`src/rtl/seq_pattern_tx.sv`:
```
// Purpose: serial pattern transmitter; shifts a captured WIDTH-bit word out MSB-first, repeated with GAP filler bits.
// Latency: first bit is registered on the edge that accepts start; done pulses one enabled edge after the final bit.
// Backpressure: enable=0 freezes all state and x; x_valid/frame_done/done stay low until the next enabled edge.
// Optional build macro SEQ_PATTERN_TX_LFSR_GAP_EN: gap filler bits come from an 8-bit LFSR instead of zeros.
module seq_pattern_tx #(
  parameter int WIDTH = 8,
  parameter int CNT_W = 4,
  parameter int GAP   = 2
) (
  input  logic             clk,
  input  logic             reset,
  input  logic             enable,
  input  logic             start,
  input  logic [WIDTH-1:0] pattern,
  // Frame-repeat count; "repeat" itself is a reserved word in SystemVerilog.
  input  logic [CNT_W-1:0] repeat_n,
  output logic             x,
  output logic             x_valid,
  output logic             busy,
  output logic             frame_done,
  output logic             done
);

  localparam int BW = (WIDTH > 1) ? $clog2(WIDTH) : 1;
  localparam int GW = 4;
  localparam logic [BW-1:0] BIT_LAST = BW'(WIDTH - 1);
  localparam logic [BW-1:0] BIT_PEN  = BW'(WIDTH - 2);
  localparam logic [GW-1:0] GAP_LAST = GW'((GAP > 0) ? GAP - 1 : 0);

  typedef enum logic [1:0] {
    S_IDLE  = 2'd0,
    S_SHIFT = 2'd1,
    S_GAP   = 2'd2
  } state_t;

  state_t           state_q, state_d;
  logic [WIDTH-1:0] pat_q, pat_d;
  logic [WIDTH-1:0] sh_q, sh_d;
  logic [BW-1:0]    bit_cnt_q, bit_cnt_d;
  logic [GW-1:0]    gap_cnt_q, gap_cnt_d;
  logic [CNT_W-1:0] frames_q, frames_d;
  logic             x_q, x_d;
  logic             x_valid_q, x_valid_d;
  logic             busy_q, busy_d;
  logic             frame_done_q, frame_done_d;
  logic             done_q, done_d;
  logic             fill_bit;

  // Next-state and registered-output logic; pulses default low, everything else holds.
  always_comb begin
    state_d      = state_q;
    pat_d        = pat_q;
    sh_d         = sh_q;
    bit_cnt_d    = bit_cnt_q;
    gap_cnt_d    = gap_cnt_q;
    frames_d     = frames_q;
    x_d          = x_q;
    x_valid_d    = 1'b0;
    busy_d       = busy_q;
    frame_done_d = 1'b0;
    done_d       = 1'b0;

    case (state_q)
      S_IDLE: begin
        x_d    = 1'b0;
        busy_d = 1'b0;
        if (enable && start) begin
          pat_d     = pattern;
          sh_d      = pattern;
          bit_cnt_d = '0;
          frames_d  = (repeat_n == '0) ? CNT_W'(1) : repeat_n;
          x_d       = pattern[WIDTH-1];
          x_valid_d = 1'b1;
          busy_d    = 1'b1;
          state_d   = S_SHIFT;
        end
      end

      S_SHIFT: begin
        if (enable) begin
          x_valid_d = 1'b1;
          if (bit_cnt_q != BIT_LAST) begin
            // Next bit of the current frame; the shift register keeps the presented bit at its MSB.
            sh_d      = sh_q << 1;
            x_d       = sh_q[WIDTH-2];
            bit_cnt_d = bit_cnt_q + 1'b1;
            if (bit_cnt_q == BIT_PEN) begin
              frame_done_d = 1'b1;
              frames_d     = frames_q - 1'b1;
            end
          end else if (frames_q != '0) begin
            if (GAP > 0) begin
              state_d   = S_GAP;
              gap_cnt_d = '0;
              x_d       = fill_bit;
            end else begin
              sh_d      = pat_q;
              x_d       = pat_q[WIDTH-1];
              bit_cnt_d = '0;
            end
          end else begin
            // Final bit already presented: drop the line and signal completion.
            x_valid_d = 1'b0;
            x_d       = 1'b0;
            busy_d    = 1'b0;
            done_d    = 1'b1;
            sh_d      = '0;
            bit_cnt_d = '0;
            state_d   = S_IDLE;
          end
        end
      end

      S_GAP: begin
        if (enable) begin
          x_valid_d = 1'b1;
          if (gap_cnt_q != GAP_LAST) begin
            gap_cnt_d = gap_cnt_q + 1'b1;
            x_d       = fill_bit;
          end else begin
            sh_d      = pat_q;
            x_d       = pat_q[WIDTH-1];
            bit_cnt_d = '0;
            gap_cnt_d = '0;
            state_d   = S_SHIFT;
          end
        end
      end

      default: begin
        state_d = S_IDLE;
      end
    endcase
  end

  // State and output registers with synchronous reset.
  always_ff @(posedge clk) begin
    if (reset) begin
      state_q      <= S_IDLE;
      pat_q        <= '0;
      sh_q         <= '0;
      bit_cnt_q    <= '0;
      gap_cnt_q    <= '0;
      frames_q     <= '0;
      x_q          <= 1'b0;
      x_valid_q    <= 1'b0;
      busy_q       <= 1'b0;
      frame_done_q <= 1'b0;
      done_q       <= 1'b0;
    end else begin
      state_q      <= state_d;
      pat_q        <= pat_d;
      sh_q         <= sh_d;
      bit_cnt_q    <= bit_cnt_d;
      gap_cnt_q    <= gap_cnt_d;
      frames_q     <= frames_d;
      x_q          <= x_d;
      x_valid_q    <= x_valid_d;
      busy_q       <= busy_d;
      frame_done_q <= frame_done_d;
      done_q       <= done_d;
    end
  end

`ifdef SEQ_PATTERN_TX_LFSR_GAP_EN
  logic [7:0] lfsr_q, lfsr_d;

  assign fill_bit = lfsr_q[7];

  // Step the LFSR once per filler bit actually presented; start does not reseed it.
  always_comb begin
    lfsr_d = lfsr_q;
    if ((state_d == S_GAP) && x_valid_d) begin
      lfsr_d = {lfsr_q[6:0], lfsr_q[7] ^ lfsr_q[5] ^ lfsr_q[4] ^ lfsr_q[3]};
    end
  end

  // LFSR register, seeded on reset only.
  always_ff @(posedge clk) begin
    if (reset) begin
      lfsr_q <= 8'hA5;
    end else begin
      lfsr_q <= lfsr_d;
    end
  end
`else
  assign fill_bit = 1'b0;
`endif

  assign x          = x_q;
  assign x_valid    = x_valid_q;
  assign busy       = busy_q;
  assign frame_done = frame_done_q;
  assign done       = done_q;

endmodule

```
`config.mk`:
```
export PLATFORM = sky130hd
export DESIGN_NAME = seq_pattern_tx
export DESIGN_NICKNAME = d
export VERILOG_FILES = /design/src/rtl/seq_pattern_tx.sv
export SDC_FILE = /design/constraint.sdc
export NUM_CORES = 1
export LEC_CHECK = 0
export CAP_MARGIN = 10
export CELL_PAD_IN_SITES_DETAIL_PLACEMENT = 1
export CELL_PAD_IN_SITES_GLOBAL_PLACEMENT = 1
export CORE_ASPECT_RATIO = 0.8
export CORE_UTILIZATION = 40
export DETAILED_ROUTE_END_ITERATION = 6
export PLACE_DENSITY_LB_ADDON = 0.25
export SLEW_MARGIN = 20
export SYNTH_ARGS = -nofsm -noshare
export SYNTH_HDL_FRONTEND = slang
export SYNTH_SLANG_ARGS = --single-unit
```
`constraint.sdc`:
```
create_clock -name clk -period 2.5 [get_ports clk]
set_input_delay 0.5 -clock clk [delete_from_list [all_inputs] [get_ports clk]]
set_output_delay 0.5 -clock clk [all_outputs]
set_load 0.02 [all_outputs]
```
==> impl_metrics.toml <==
[synthesis]
synth_cells = 230
yosysSeqAreaShare = 0.3641
yosysTopAreaCell = "dfxtp_1"
ys_top_cells_by_area = "dfxtp_1 (36%), a21oi_1 (7.4%), nand2_1 (6.0%)"
synth-main-ff-cell = "dfxtp_1"
async_flop_share = 0
synthesis.nets = 254
synth_edf_count = 0
ys_types = 44
synth-warning-count = 0
syn_avg_cell_area_sq_um = 7.888
synth_top_cell_area_share = 0.3641
synth_area_sq_um = 1814
synth_seq_cells = 33

[sta]
final_max_slew_viol_count = 0
skew_ps = 6.405
tns_ps = 0
rsz0062_at_grt = "false"
period_share = 0.8766
slew_headroom = 0.5714
max_freq_mhz = 456.3
hold_violations = 0
finalSetupViolations = 0
worstMarginPinSlew_ps = 640.1
min_period_ps = 2192

[critical_path]
r2r_end = "frames_q[2]"
cp_max_fo = 12
critPathKind = "reg -> reg"
cp-start-kind = "flop"
worst_setup_path_end_kind = "flop"
slowest_delay_ps = 540
worst_path_max_delay_cell = "o211ai_1"
crit_top_cell = "ha_1"
cp_cell_sequence = "ha_1 > ha_1 > and4b_1 > o211ai_1 > o21ai_0 > a21oi_1"
r2r_slack_ps = 310
r2r-start = "bit_cnt_q[0]"
worstPathArrival_ps = 2400
reg2regPathDepth = 6
required_ps = 2710

[clock_network]
cts-root-buf = "clkbuf_8"
cts_made_buffers = 5
path_clk_slew_ps = 70
cts_sinks = 33
cts.hold.buffers_added = 0
cts_tree = "done"
cts_setup_buffers = 0
htreeDepth = 2
max-clock-path-buffers = 2
ctsResizeCount = 0
clock_latency_ps = 290

[floorplanning]
start_util = 0.4262
rows = 21
dieArea_sq_um = 4810
die_y_um = 62.24
core_area_sq_um = 4257
num_io_pins = 21
die_w_um = 77.30

[detailed_routing]
wl_met1_um = 2485
highest_layer = "met4"
ant_nets = 0
wire_per_inst_um = 15.49
drc = 0
avgViaCountPerCell = 5.539
via_count = 1695
dr.pass1.iters = 4
met2_length_um = 2067
drt-total-wl_um = 4741
wl_met3_um = 168
drt_first_iter_violations = 146

[global_route]
grt_start_max_net_pins = 24
antenna_found_initial = 0
grt_overflow = 0
grt_use_total = 0.2211
grt_pass1_vias = 1700
grt_pass1_wl_um = 8349

[hold_path]
holdCritPathClass = "reg -> reg"
hold_path_end = "pat_q[6]"
min-delay-start = "pat_q[6]"
min_path_cells = 2

[power_and_ir_drop]
leakagePower_nw = 0.7932
power_w = 0.001515
p_per_area_nw_per_um2 = 688.5
vdd_drop_max_mv = 0.3817

[final_layout]
final_nets = 273
final_util = 0.5170
drive_above_1_share = 0.08434
syn2layout_area_growth_pct = 21.31
final_cell_mix = "dfxtp_1 (33), nand2_1 (29), a21oi_1 (27), clkdlybuf4s50_1 (20), o21ai_0 (16)"
layout_commonest_cell = "dfxtp_1"
n_antenna_cell = 0

[placed_design]
place_hpwl_um = 3330
gp_congestion = 0.7966
numPortBuffers = 20

[status]
status = "finished, final reports clean"

[job]
maxCapViolations = 0
## critical path, delay by kind of cell (launching register included)
family,cells,cell delay [ps]
compound gates,3,900
fa+ha+maj,2,580
flops,1,360
simple gates,1,270
## cell families after synthesis
logic type / count (synthesis) / share of synthesized area
DFF: 33 / 0.3641
buffers and inverters: 26 / 0.05655
muxes: 3 / 0.01724
and+or+nand+nor: 91 / 0.2731
AOI/OAI and AO/OA: 69 / 0.2338
adders and majority gates: 8 / 0.05517
## metal layers
layer  up-vias  global-route usage
li1        860                   -
met1       807              0.3107
met2        24              0.3407
met3         4             0.05294
met4         0             0.04953
met5         -                   0
## cells in the mapped netlist, drive strengths merged, types with 2 or more instances
cell type	count
a211oi	2
a21o	2
a21oi	27
a311oi	2
a31oi	7
and4b	3
buf	5
clkbuf	12
dfxtp	33
ha	8
inv	9
mux2i	2
nand2	29
nand2b	7
nand3	10
nand3b	9
nand4b	2
nor2	13
nor2b	4
nor3	3
o2111ai	2
o211ai	2
o21ai	16
or3	2
or4	2
## through the flow
stage | cell area (sq um) | hold WS (ps) | cells | setup WS [ps]
4_1_cts | 2201 | 457.1 | 306 | 325.5
2_1_floorplan | 1814 | 436.6 | 230 | 696.6
3_5_place_dp | 2097 | 447.0 | 299 | 324.0
6_report | 2201 | 454.0 | 306 | 308.5
3_3_place_gp | 2097 | 440.8 | 299 | 425.1
5_1_grt | 2201 | 481.2 | 306 | 132.4
## flip-flops by register name, summed over array words and instances, names as in the netlist
register / cells
bit_cnt_q: 3
busy: 1
done: 1
frame_done: 1
frames_q: 4
gap_cnt_q: 4
pat_q: 8
sh_q: 7
state_q: 2
x: 1
x_valid: 1
## power by group
group	total [W]	leakage, nW	internal [W]	switching, W
clock	0.000492	0.0540	0.000290	0.000203
sequential	0.000604	0.269	0.000572	0.0000317
combinational	0.000419	0.470	0.000185	0.000234
## layout make-up
type,instances,area [sq um]
fillers,550,2056
well taps,57,71.32
inverters,9,33.78
flip-flops and latches,33,660.6
repair buffers,29,280.3
clock buffers,5,68.82
clock inverters,2,35.03
multi-input cells,171,1051
## worst max path at each step
stage	startpoint	endpoint	cells after the start
after floorplan	bit_cnt_q[0]	x	7
after global placement	start	sh_q[0]	5
after detailed placement	start	sh_q[0]	5
after CTS	bit_cnt_q[0]	frames_q[2]	6
after global routing	bit_cnt_q[1]	frames_q[3]	6
final	bit_cnt_q[0]	frames_q[2]	6
No activity file was read; power rests on OpenSTA's default activity.
